File: config.mk
export PLATFORM = sky130hd
export DESIGN_NAME = wb_write_queue
export DESIGN_NICKNAME = d
export VERILOG_FILES = /design/src/rtl/wb_write_queue.sv
export SDC_FILE = /design/constraint.sdc
export NUM_CORES = 1
export LEC_CHECK = 0
export CAP_MARGIN = 20
export CORE_MARGIN = 2
export CORE_UTILIZATION = 52
export DETAILED_ROUTE_END_ITERATION = 12
export PLACE_DENSITY_LB_ADDON = 0.15
export RECOVER_POWER = 50
export SETUP_SLACK_MARGIN = 0.02
export SLEW_MARGIN = 20
export SYNTH_ARGS = -nofsm -noshare
export SYNTH_HDL_FRONTEND = slang
export SYNTH_SLANG_ARGS = --single-unit
File: constraint.sdc
create_clock -name clk -period 6.66 [get_ports clk]
set_clock_uncertainty 0.15 [all_clocks]
set_input_delay 0.666 -clock clk [delete_from_list [all_inputs] [get_ports clk]]
set_output_delay 0.666 -clock clk [all_outputs]
set_load 0.005 [all_outputs]
File: src/rtl/wb_write_queue.sv
// In-order writeback queue for the scalar register file: buffers ALU/load results
// and issues at most one registered write per cycle, exporting a pending-write mask.
module wb_write_queue #(
  parameter int regSize = 128,
  parameter int selBits = 2,
  parameter int depth   = 4
) (
  input  logic                      clk,
  input  logic                      reset,
  input  logic                      aluValid,
  input  logic [selBits-1:0]        aluReg,
  input  logic [regSize-1:0]        aluData,
  output logic                      aluReady,
  input  logic                      memValid,
  input  logic [selBits-1:0]        memReg,
  input  logic [regSize-1:0]        memData,
  output logic                      memReady,
  input  logic                      wbStall,
  output logic                      regWrEnScalar,
  output logic [selBits-1:0]        regToWrite,
  output logic [regSize-1:0]        dataIn,
  output logic [(1<<selBits)-1:0]   pendingMask,
  output logic [$clog2(depth):0]    count
);

  localparam int PW   = $clog2(depth);
  localparam int CW   = PW + 1;
  localparam int NREG = 1 << selBits;

  typedef struct packed {
    logic [selBits-1:0] rd;
    logic [regSize-1:0] data;
  } wq_entry_t;

  wq_entry_t              ent_q [depth];
  logic [depth-1:0]       vld_q, vld_d;
  logic [PW-1:0]          head_q, head_d, tail_q, tail_d;
  logic [CW-1:0]          count_q, count_d;
  logic                   wr_en_q, wr_en_d;
  logic [selBits-1:0]     wr_reg_q, wr_reg_d;
  logic [regSize-1:0]     wr_data_q, wr_data_d;

  logic                   full, push, pop;
  wq_entry_t              push_ent;
  logic [depth-1:0][NREG-1:0] ent_hit;

  // Readiness comes from the pre-pop count, so a full queue never accepts
  // even in the cycle it drains one entry.
  assign full     = (count_q == CW'(depth));
  assign memReady = !full;
  assign aluReady = !full && !memValid;
  assign push     = (memValid && memReady) || (aluValid && aluReady);
  assign pop      = (count_q != '0) && !wbStall;

  always_comb begin
    push_ent = '0;
    if (memValid) begin
      push_ent.rd   = memReg;
      push_ent.data = memData;
    end else begin
      push_ent.rd   = aluReg;
      push_ent.data = aluData;
    end
  end

  always_comb begin
    head_d    = head_q;
    tail_d    = tail_q;
    vld_d     = vld_q;
    count_d   = count_q;
    wr_en_d   = 1'b0;
    wr_reg_d  = wr_reg_q;
    wr_data_d = wr_data_q;
    if (pop) begin
      wr_en_d       = 1'b1;
      wr_reg_d      = ent_q[head_q].rd;
      wr_data_d     = ent_q[head_q].data;
      vld_d[head_q] = 1'b0;
      head_d        = head_q + PW'(1);
    end
    if (push) begin
      vld_d[tail_q] = 1'b1;
      tail_d        = tail_q + PW'(1);
    end
    case ({push, pop})
      2'b10:   count_d = count_q + CW'(1);
      2'b01:   count_d = count_q - CW'(1);
      default: count_d = count_q;
    endcase
  end

  always_ff @(posedge clk or posedge reset) begin
    if (reset) begin
      head_q    <= '0;
      tail_q    <= '0;
      vld_q     <= '0;
      count_q   <= '0;
      wr_en_q   <= 1'b0;
      wr_reg_q  <= '0;
      wr_data_q <= '0;
    end else begin
      head_q    <= head_d;
      tail_q    <= tail_d;
      vld_q     <= vld_d;
      count_q   <= count_d;
      wr_en_q   <= wr_en_d;
      wr_reg_q  <= wr_reg_d;
      wr_data_q <= wr_data_d;
    end
  end

  // Payload storage needs no reset; occupancy is tracked by vld_q.
  always_ff @(posedge clk) begin
    if (push) ent_q[tail_q] <= push_ent;
  end

  for (genvar g = 0; g < depth; g++) begin : g_hit
    assign ent_hit[g] = vld_q[g] ? (NREG'(1) << ent_q[g].rd) : '0;
  end

  always_comb begin
    pendingMask = '0;
    for (int i = 0; i < depth; i++) pendingMask = pendingMask | ent_hit[i];
    if (wr_en_q) pendingMask = pendingMask | (NREG'(1) << wr_reg_q);
  end

  assign regWrEnScalar = wr_en_q;
  assign regToWrite    = wr_reg_q;
  assign dataIn        = wr_data_q;
  assign count         = count_q;

endmodule

**After elaboration in Yosys (flattened, before gate mapping)**

Memories as Yosys holds them, arrays and structs flattened. A register that Yosys moved wholly into a read port is not among the register bits.
Cells that the tools add are included.

- Bits in registers: 12
- Memory bits (writable): 520
- Output and inout port bits: 140
- Memories: 1

Memories:

| memory | depth | bits a word | read ports | clocked after Yosys merged registers in | wr ports | line | source |
|---|---|---|---|---|---|---|---|
| ent_q | 4 | 130 | 5 | 1 | 1 | 35 | `wq_entry_t ent_q [depth];` |

- Add/subtract/negate cells: 4
- Order comparisons: 4
- Equality and inequality tests: 3
- Shift operators: 5
- Muxes and demuxes: 16
- Bitwise operators: 7
- Reductions and logical operators: 12

Operator list:

| kind | number |
|---|---|
| two-way mux 130 bit | 1 |
| two-way mux 4 bit | 7 |
| bitwise OR 4 bit | 5 |
| << shifter 1 x 2 -> 4 bit (first input constant) | 5 |
| logical AND 1 bit | 6 |
| less-than comparator 2 x 3 -> 1 bit (second input constant) | 2 |
| one-hot mux 3 bit (2 select lines) | 1 |
| two-way mux 1 bit | 5 |
| adder 2 x 1 -> 2 bit (second input constant) | 2 |
| AND 4 bit | 1 |
| demux 1 bit (select 2 bit) | 2 |
| >= comparator 2 x 1 -> 1 bit (second input constant) | 2 |
| inverter 4 bit | 1 |
| adder 3 x 1 -> 3 bit (second input constant) | 1 |
| == test 3 bit (second input constant) | 1 |
| logical NOT 1 bit | 3 |
| nonzero test 3 bit | 1 |
| subtractor 3 x 1 -> 3 bit (second input constant) | 1 |
| == test 2 x 1 -> 1 bit (second input constant) | 1 |
| == test 2 bit (second input constant) | 1 |
| nonzero test 2 bit | 1 |
| logical OR 1 bit | 1 |

**Longest topological paths before layout**

Gate-level depths: netlist (run 1).

- Depth after elaboration: 9
- Gate-level depth with buffers: 12

**Least setup slack after synthesis (run 1)**

Ideal clock, no wire load.

- Path kind: input-to-reg
- From: input port memValid
- To: memory ent_q[0][0] (netlist name) (enable)
- Library setup time: 505 ps
- Arrival time: 4328 ps
- Path slack: 1677 ps
- Stages on the path: 5
- Buffers on the path: 2
- Cell sequence: clkbuf_1 nor2_1 nor2_1 clkbuf_1 and2_1

- Word-level cells in the longest chain between the ends: 6
- Elaborated cells on any way between the ends: 7
- Classes of those cells: 2 x mux; 5 x reduce/logical

Ends and longest elaborated chain:

| item | line | source |
|---|---|---|
| start: declaration | 14 | `input logic memValid,` |
| logical NOT 1 bit | 51 | `assign aluReady = !full && !memValid;` |
| logical AND 1 bit | 51 |  |
| logical AND 1 bit | 52 | `assign push = (memValid && memReady) \|\| (aluValid && aluReady);` |
| logical OR 1 bit * | 52 |  |
| two-way mux 1 bit * | 114 | `if (push) ent_q[tail_q] <= push_ent;` |
| two-way mux 1 bit (not written as such) * | 114 |  |
| end: declaration | 35 |  |

Every way passes the cells marked *; elsewhere a longest branch is shown, timed or not.

**Final worst setup path (run 1)**

- From: register head_q[1]
- To: register head_q[1]

- Word-level cells in the longest chain between the ends: 1

Ends and longest elaborated chain:

| item | line | source |
|---|---|---|
| start: declaration | 37 | `logic [PW-1:0] head_q, head_d, tail_q, tail_d;` |
| start signal: assignment | 94 | `head_q <= '0;` |
| start signal: assignment | 102 | `head_q <= head_d;` |
| adder 2 x 1 -> 2 bit | 79 | `head_d = head_q + PW'(1);` |

No other way between the ends.
A chain may end at the register's enable or synchronous reset.

==> results of run 1 <==
==> cell type report <==
class	count	area, µm²
clock buffer	98	1938
clock inverter	21	142.6
fill	3403	16980
inverter	12	46.29
multi-input combinational	457	6558
sequential	662	19170
tap	672	840.8
timing repair buffer	419	4183
==> metrics by stage <==
step / hold slack, ns / std cells / total power, mW
after floorplan: 0.3392 / 1193 / 9.382
after global placement: 0.3329 / 2222 / 11.21
after detailed placement: 0.3436 / 2222 / 11.32
after CTS: 0.3584 / 2341 / 14.90
after global routing: 0.3611 / 2341 / 15.19
final: 0.3333 / 2341 / 14.46
==> layer usage <==
metal	GRT usage, %	vias to the layer above	wire, µm
li1	-	5675	-
met2	34.80	357	27090
met3	4.400	49	3332
met1	28.01	6730	22180
met5	0	-	0
met4	5.780	0	852
==> state kept, by name, summed over array words and instances (netlist names) <==
name           flops
head_q             2
regToWrite         2
tail_q             2
count              3
regWrEnScalar      1
vld_q              4
ent_q            520
dataIn           128
==> worst register-to-register path: stages, from the launching register on <==
cell and delay, ns:
dfrtp_1 1.15, clkbuf_1 2.25, inv_1 0.35, ha_1 0.43
nand3_1 0.07, o21ai_0 0.08
==> power by group through the flow <==
| stage | sequential, mW | combinational [mW] | clock, mW |
|---|---|---|---|
| after floorplan | 6.61 | 2.77 | 0 |
| after global placement | 6.64 | 4.57 | 0 |
| after detailed placement | 6.71 | 4.61 | 0 |
| after CTS | 6.65 | 4.64 | 3.62 |
| after global routing | 6.74 | 4.67 | 3.78 |
| final | 6.59 | 4.33 | 3.54 |
==> final timing paths <==
kind,from,endpoint,slack [ns],depth (start not counted)
setup / recovery,head_q[1]$_DFFE_PP0N_,head_q[1]$_DFFE_PP0N_,2.02,5
hold / removal,dataIn[7]$_DFFE_PP0N_,dataIn[7]$_DFFE_PP0N_,0.33,1
setup reg to reg,head_q[1]$_DFFE_PP0N_,head_q[1]$_DFFE_PP0N_,2.02,5
hold reg to reg,dataIn[7]$_DFFE_PP0N_,dataIn[7]$_DFFE_PP0N_,0.33,1
max in group asynchronous,reset,head_q[0]$_DFFE_PP0N_,2.39,2
min in group asynchronous,reset,dataIn[17]$_DFFE_PP0N_,1.57,2
==> cells in the final DEF, fill, tap and decap left out, drive strengths merged <==
master / n
nor3: 1
clkinv: 18
a22o: 4
and3b: 1
dlygate4sd3: 129
buf: 15
or3b: 1
mux2i: 1
nand3: 8
edfxtp: 520
nand2: 9
clkdlybuf4s50: 274
nor3b: 4
dfrtp: 142
mux2: 261
nand4: 1
and2: 5
o22ai: 4
clkinvlp: 1
a31oi: 1
fa: 1
nor2: 5
ha: 9
o311ai: 1
xor2: 2
xnor2: 3
bufinv: 2
or3: 3
o21ai: 1
mux4: 130
and3: 1
clkbuf: 99
inv: 12
==> cells by family after synthesis <==
kind of cell	Yosys count	share of synthesized area (%)
flops	662	73.35
fa+ha+maj	10	0.5076
xor+xnor	5	0.1676
mux	392	23.45
simple gates	39	0.7949
compound gates	11	0.3064
buf+inv	74	1.417
==> flow_metrics.tcl, run 1 <==
set metrics [dict create \
    cellPowerDensity_mw_per_mm2 439.9 \
    status "finished, violations left" \
    power_frac_seq_pct 45.6 \
    relSlewSlack_pct -193.0 \
    fin_area_mm2 0.03288 \
    syn-mean-instance-area_um2 21.90 \
    netlist_top_cells_count "edfxtp_1 (520), mux2_2 (194), dfrtp_1 (142)" \
    hold_viol_final 0 \
    share_comb_of_total_power_pct 30.0 \
    firstDrtPassIters 5 \
    io_pins 405 \
    fin_ws_ns 2.017 \
    synth_fp_nets 1468 \
    numCtsBuffers 66 \
    cts_hold_buf 0 \
    irDropWorstVdd_mv 0.2616 \
    fp.dieH_um 228.2 \
    worst_ep_arrival_time_ns 4.91 \
    cts_tree "built" \
    start_util_pct 52.41 \
    maxCapViolations 2 \
    grt_pass1_wl_um 81610 \
    clkPwrFrac_pct 24.5 \
    post_drt_via_cell_ratio 5.472 \
    yosysTopAreaCellShare_pct 59.76 \
    cp_max_fo 49 \
    critical_path_required_ns 6.93 \
    root_buffer "clkbuf_16" \
    syn2layout_area_growth_pct 25.83 \
    cp_cell_sequence "clkbuf_1 -> inv_1 -> ha_1 -> nand3_1 -> o21ai_0" \
    io_buffers 404 \
    coreArea_mm2 0.04986 \
    grtUsageTotal_pct 20.82 \
    clockBufferDepth 3 \
    endpoint_kind "flip-flop" \
    placedInstanceArea_mm2 0.03085 \
    period_minus_slack_ns 4.643 \
    critPathBufInv 2 \
    yosysMostFrequentCell "edfxtp_1" \
    violations "capacitance limit, slew limit" \
    die_x_um 228.2 \
    overflow 0 \
    synth.ff_latch_count 662 \
    p_sw_share_pct 27.18 \
    power.internal_mw 10.53 \
    fin_util_pct 65.94 \
    cts_resized 0 \
    grt_pass1_vias 13710 \
    grt_max_degree 134 \
    netlist.top_cell.by_area "edfxtp_1" \
    antenna_found_initial 0 \
    rsz0062_at_grt "false" \
    yosysSeqAreaShare_pct 73.35 \
    fmax_mhz 215.4 \
    critPathMaxStageDelay_ns 2.24 \
    syn_area_mm2 0.02613 \
    start_kind "flip-flop" \
    drt_iter0_markers 825 \
    vias 12810 \
    leakage_nw 11.53 \
    path_class "flip-flop to flip-flop" \
    synth_cells 1193 \
    pre_cts_ws_ns 2.591 \
    drive_above_1_share_pct 21.57 \
    numClockSinks 662 \
    nets 1893 \
    clk_pin_slew_ns 0.06 \
    worst_slew_pin_slew_ns 4.371 \
    power.switching_mw 3.932 \
    rows 82 \
    wl_per_cell_um 22.83 \
    wl_um 53460 \
    antennaDiodeCount 0 \
    cts_setup_buffers 0 \
    slew_violations 134 \
    htreeDepth 3 \
    synth-async-reset-ratio_pct 21.45 \
    synthDistinctLibCells 31 \
    synth_edf_count 520 \
    die-area_mm2 0.05206 \
    cp_slowest_cell "clkbuf_1" \
    ys.flop_type "edfxtp_1" \
    setup_tns_ns 0 \
    dpl.hpwl_um 33040 \
    drc 0 \
    setup-violations-final 0 \
    synth_area_leaders "edfxtp_1 (60%), dfrtp_1 (14%), mux4_2 (11%)" \
    final_antenna_net_count 0 \
    place.gp.congestion 0.7721 \
    min_path_type "flip-flop to flip-flop" \
    path_delay_family "buffers and inverters" \
    clock_latency_ns 0.58 \
    yosysWarnings 0 \
    finalCritPeriodShare_pct 69.72 \
]
Note: power is estimated with default switching activity, not from simulation.
==> run 2: changes to the inputs <==
==> constraint.sdc (replaced) <==
create_clock -name clk -period 4.6 [get_ports clk]
set_clock_uncertainty 0.15 [all_clocks]
set_input_delay 0.46 -clock clk [delete_from_list [all_inputs] [get_ports clk]]
set_output_delay 0.46 -clock clk [all_outputs]
set_load 0.005 [all_outputs]
==> flow_metrics.tcl, run 2 (same netlist as run 1, synthesis figures left out) <==
set metrics [dict create \
    htreeDepth 3 \
    placedInstanceArea_mm2 0.03098 \
    final_cell_mix "edfxtp_1 (520), clkdlybuf4s50_1 (251), dlygate4sd3_1 (152), dfrtp_1 (141), mux4_2 (130)" \
    numCtsBuffers 67 \
    clockBufferDepth 3 \
    violations "capacitance limit, slew limit" \
    antenna_found_initial 0 \
    grt_max_degree 92 \
    startpoint "count[2]$_DFFE_PP0P_" \
    regArea_mm2 0.01917 \
    clock_latency_ns 0.60 \
    slew_violations 174 \
    power_frac_seq_pct 45.7 \
    r2r-start "count[2]$_DFFE_PP0P_" \
    antennaDiodeCount 0 \
    fin_util_pct 66.04 \
    cts_resized 0 \
    setup_tns_ns 0 \
    p_sw_share_pct 27.50 \
    placed_cells 2229 \
    grtUsageTotal_pct 22.07 \
    die_x_um 228.2 \
    finalCritPeriodShare_pct 77.96 \
    final_antenna_net_count 0 \
    cts_setup_buffers 0 \
    fin_ws_ns 1.014 \
    cp-endpoint "ent_q[1][98]$_DFFE_PP_" \
    leakage_nw 11.49 \
    worst_slew_pin_slew_ns 2.036 \
    reg2reg_slack_ns 1.01 \
    root_buffer "clkbuf_16" \
    clkPwrFrac_pct 25.0 \
    largest_reg_flops 520 \
    reg2reg_depth 4 \
    io_buffers 404 \
    p_total_mw 20.96 \
    syn2layout_area_growth_pct 26.02 \
    mostFrequentLayoutCell "edfxtp_1" \
    nets 1901 \
    cts_tree "built" \
    grt_pass1_vias 13890 \
    min_path_type "flip-flop to flip-flop" \
    drive_above_1_share_pct 22.72 \
    die-area_mm2 0.05206 \
    share_comb_of_total_power_pct 29.2 \
    maxCapViolations 6 \
    power.switching_mw 5.763 \
    vias 12970 \
    coreArea_mm2 0.04986 \
    period_minus_slack_ns 3.586 \
    relSlewSlack_pct -35.75 \
    place.gp.congestion 0.7363 \
    numClockSinks 662 \
    io_pins 405 \
    setup-violations-final 0 \
    layout.cells.non_filler 2349 \
    wl_per_cell_um 23.92 \
    final.fill_count 3448 \
    critical_path_required_ns 4.69 \
    rsz0062_at_grt "false" \
    drt_iter0_markers 953 \
    cp_max_fo 24 \
    power.internal_mw 15.19 \
    drc 0 \
    top_register "ent_q" \
    start_util_pct 52.41 \
    dpl.hpwl_um 35170 \
    cellPowerDensity_mw_per_mm2 636.3 \
    endpoint_kind "flip-flop" \
    start_kind "flip-flop" \
    hold_viol_final 0 \
    post_drt_via_cell_ratio 5.520 \
    firstDrtPassIters 4 \
    grt_pass1_wl_um 85620 \
    status "finished, violations left" \
    rows 82 \
    overflow 0 \
    hold_slack_ns 0.3270 \
    clk_pin_slew_ns 0.06 \
    multiInputGateArea_mm2 0.006432 \
    fmax_mhz 278.8 \
    worstReg2RegEnd "ent_q[1][98]$_DFFE_PP_" \
    path_class "flip-flop to flip-flop" \
    fin_area_mm2 0.03293 \
    irDropWorstVdd_mv 0.3558 \
    hold_path_depth 1 \
    cts_hold_buf 0 \
    wl_um 56190 \
    pre_cts_ws_ns 1.408 \
    worst_ep_arrival_time_ns 3.67 \
    fp.dieH_um 228.2 \
]
[run 2: power groups by stage]
stage               Clock, mW  Combinational (mW)  Sequential (mW)
floorplan                   0                4.01             9.46
global placement            0                6.68             9.67
detailed placement          0                6.75             9.77
CTS                      5.36                6.78             9.68
global route             5.58                6.61             9.82
finish                   5.24                6.13             9.59
[run 2: critical path, stage by stage, from the launching register on]
cell and delay (ns):
dfrtp_1 0.41, nor3b_1 0.23, nor2_1 0.57, and2_0 1.29, buf_4 0.54
[run 2: worst min-delay path by stage]
stage | startpoint | endpoint | slack (ns)
final | dataIn[1]$_DFFE_PP0N_ | dataIn[1]$_DFFE_PP0N_ | 0.33
after CTS | reset | dataIn[10]$_DFFE_PP0N_ | 0.27
after global routing | dataIn[12]$_DFFE_PP0N_ | dataIn[12]$_DFFE_PP0N_ | 0.35
after detailed placement | dataIn[120]$_DFFE_PP0N_ | dataIn[120]$_DFFE_PP0N_ | 0.34
after global placement | dataIn[97]$_DFFE_PP0N_ | dataIn[97]$_DFFE_PP0N_ | 0.34
after floorplan | count[2]$_DFFE_PP0P_ | count[2]$_DFFE_PP0P_ | 0.34
[run 2: layer usage]
| layer | up-vias | part of all wire (%) | GRT usage, % |
|---|---|---|---|
| met3 | 74 | 6.2 | 4.713 |
| li1 | 5692 | - | - |
| met4 | 0 | 2.3 | 7.149 |
| met1 | 6790 | 43 | 31.22 |
| met2 | 411 | 48 | 34.76 |
| met5 | - | 0 | 0 |
[run 2: cell type report]
type	instances	area share (%)
Sequential cell	662	58.22
Multi-Input combinational cell	457	19.53
Timing Repair Buffer	426	13.05
Clock buffer	101	6.079
Tap cell	672	2.553
Clock inverter	19	0.4179
Inverter	12	0.1520
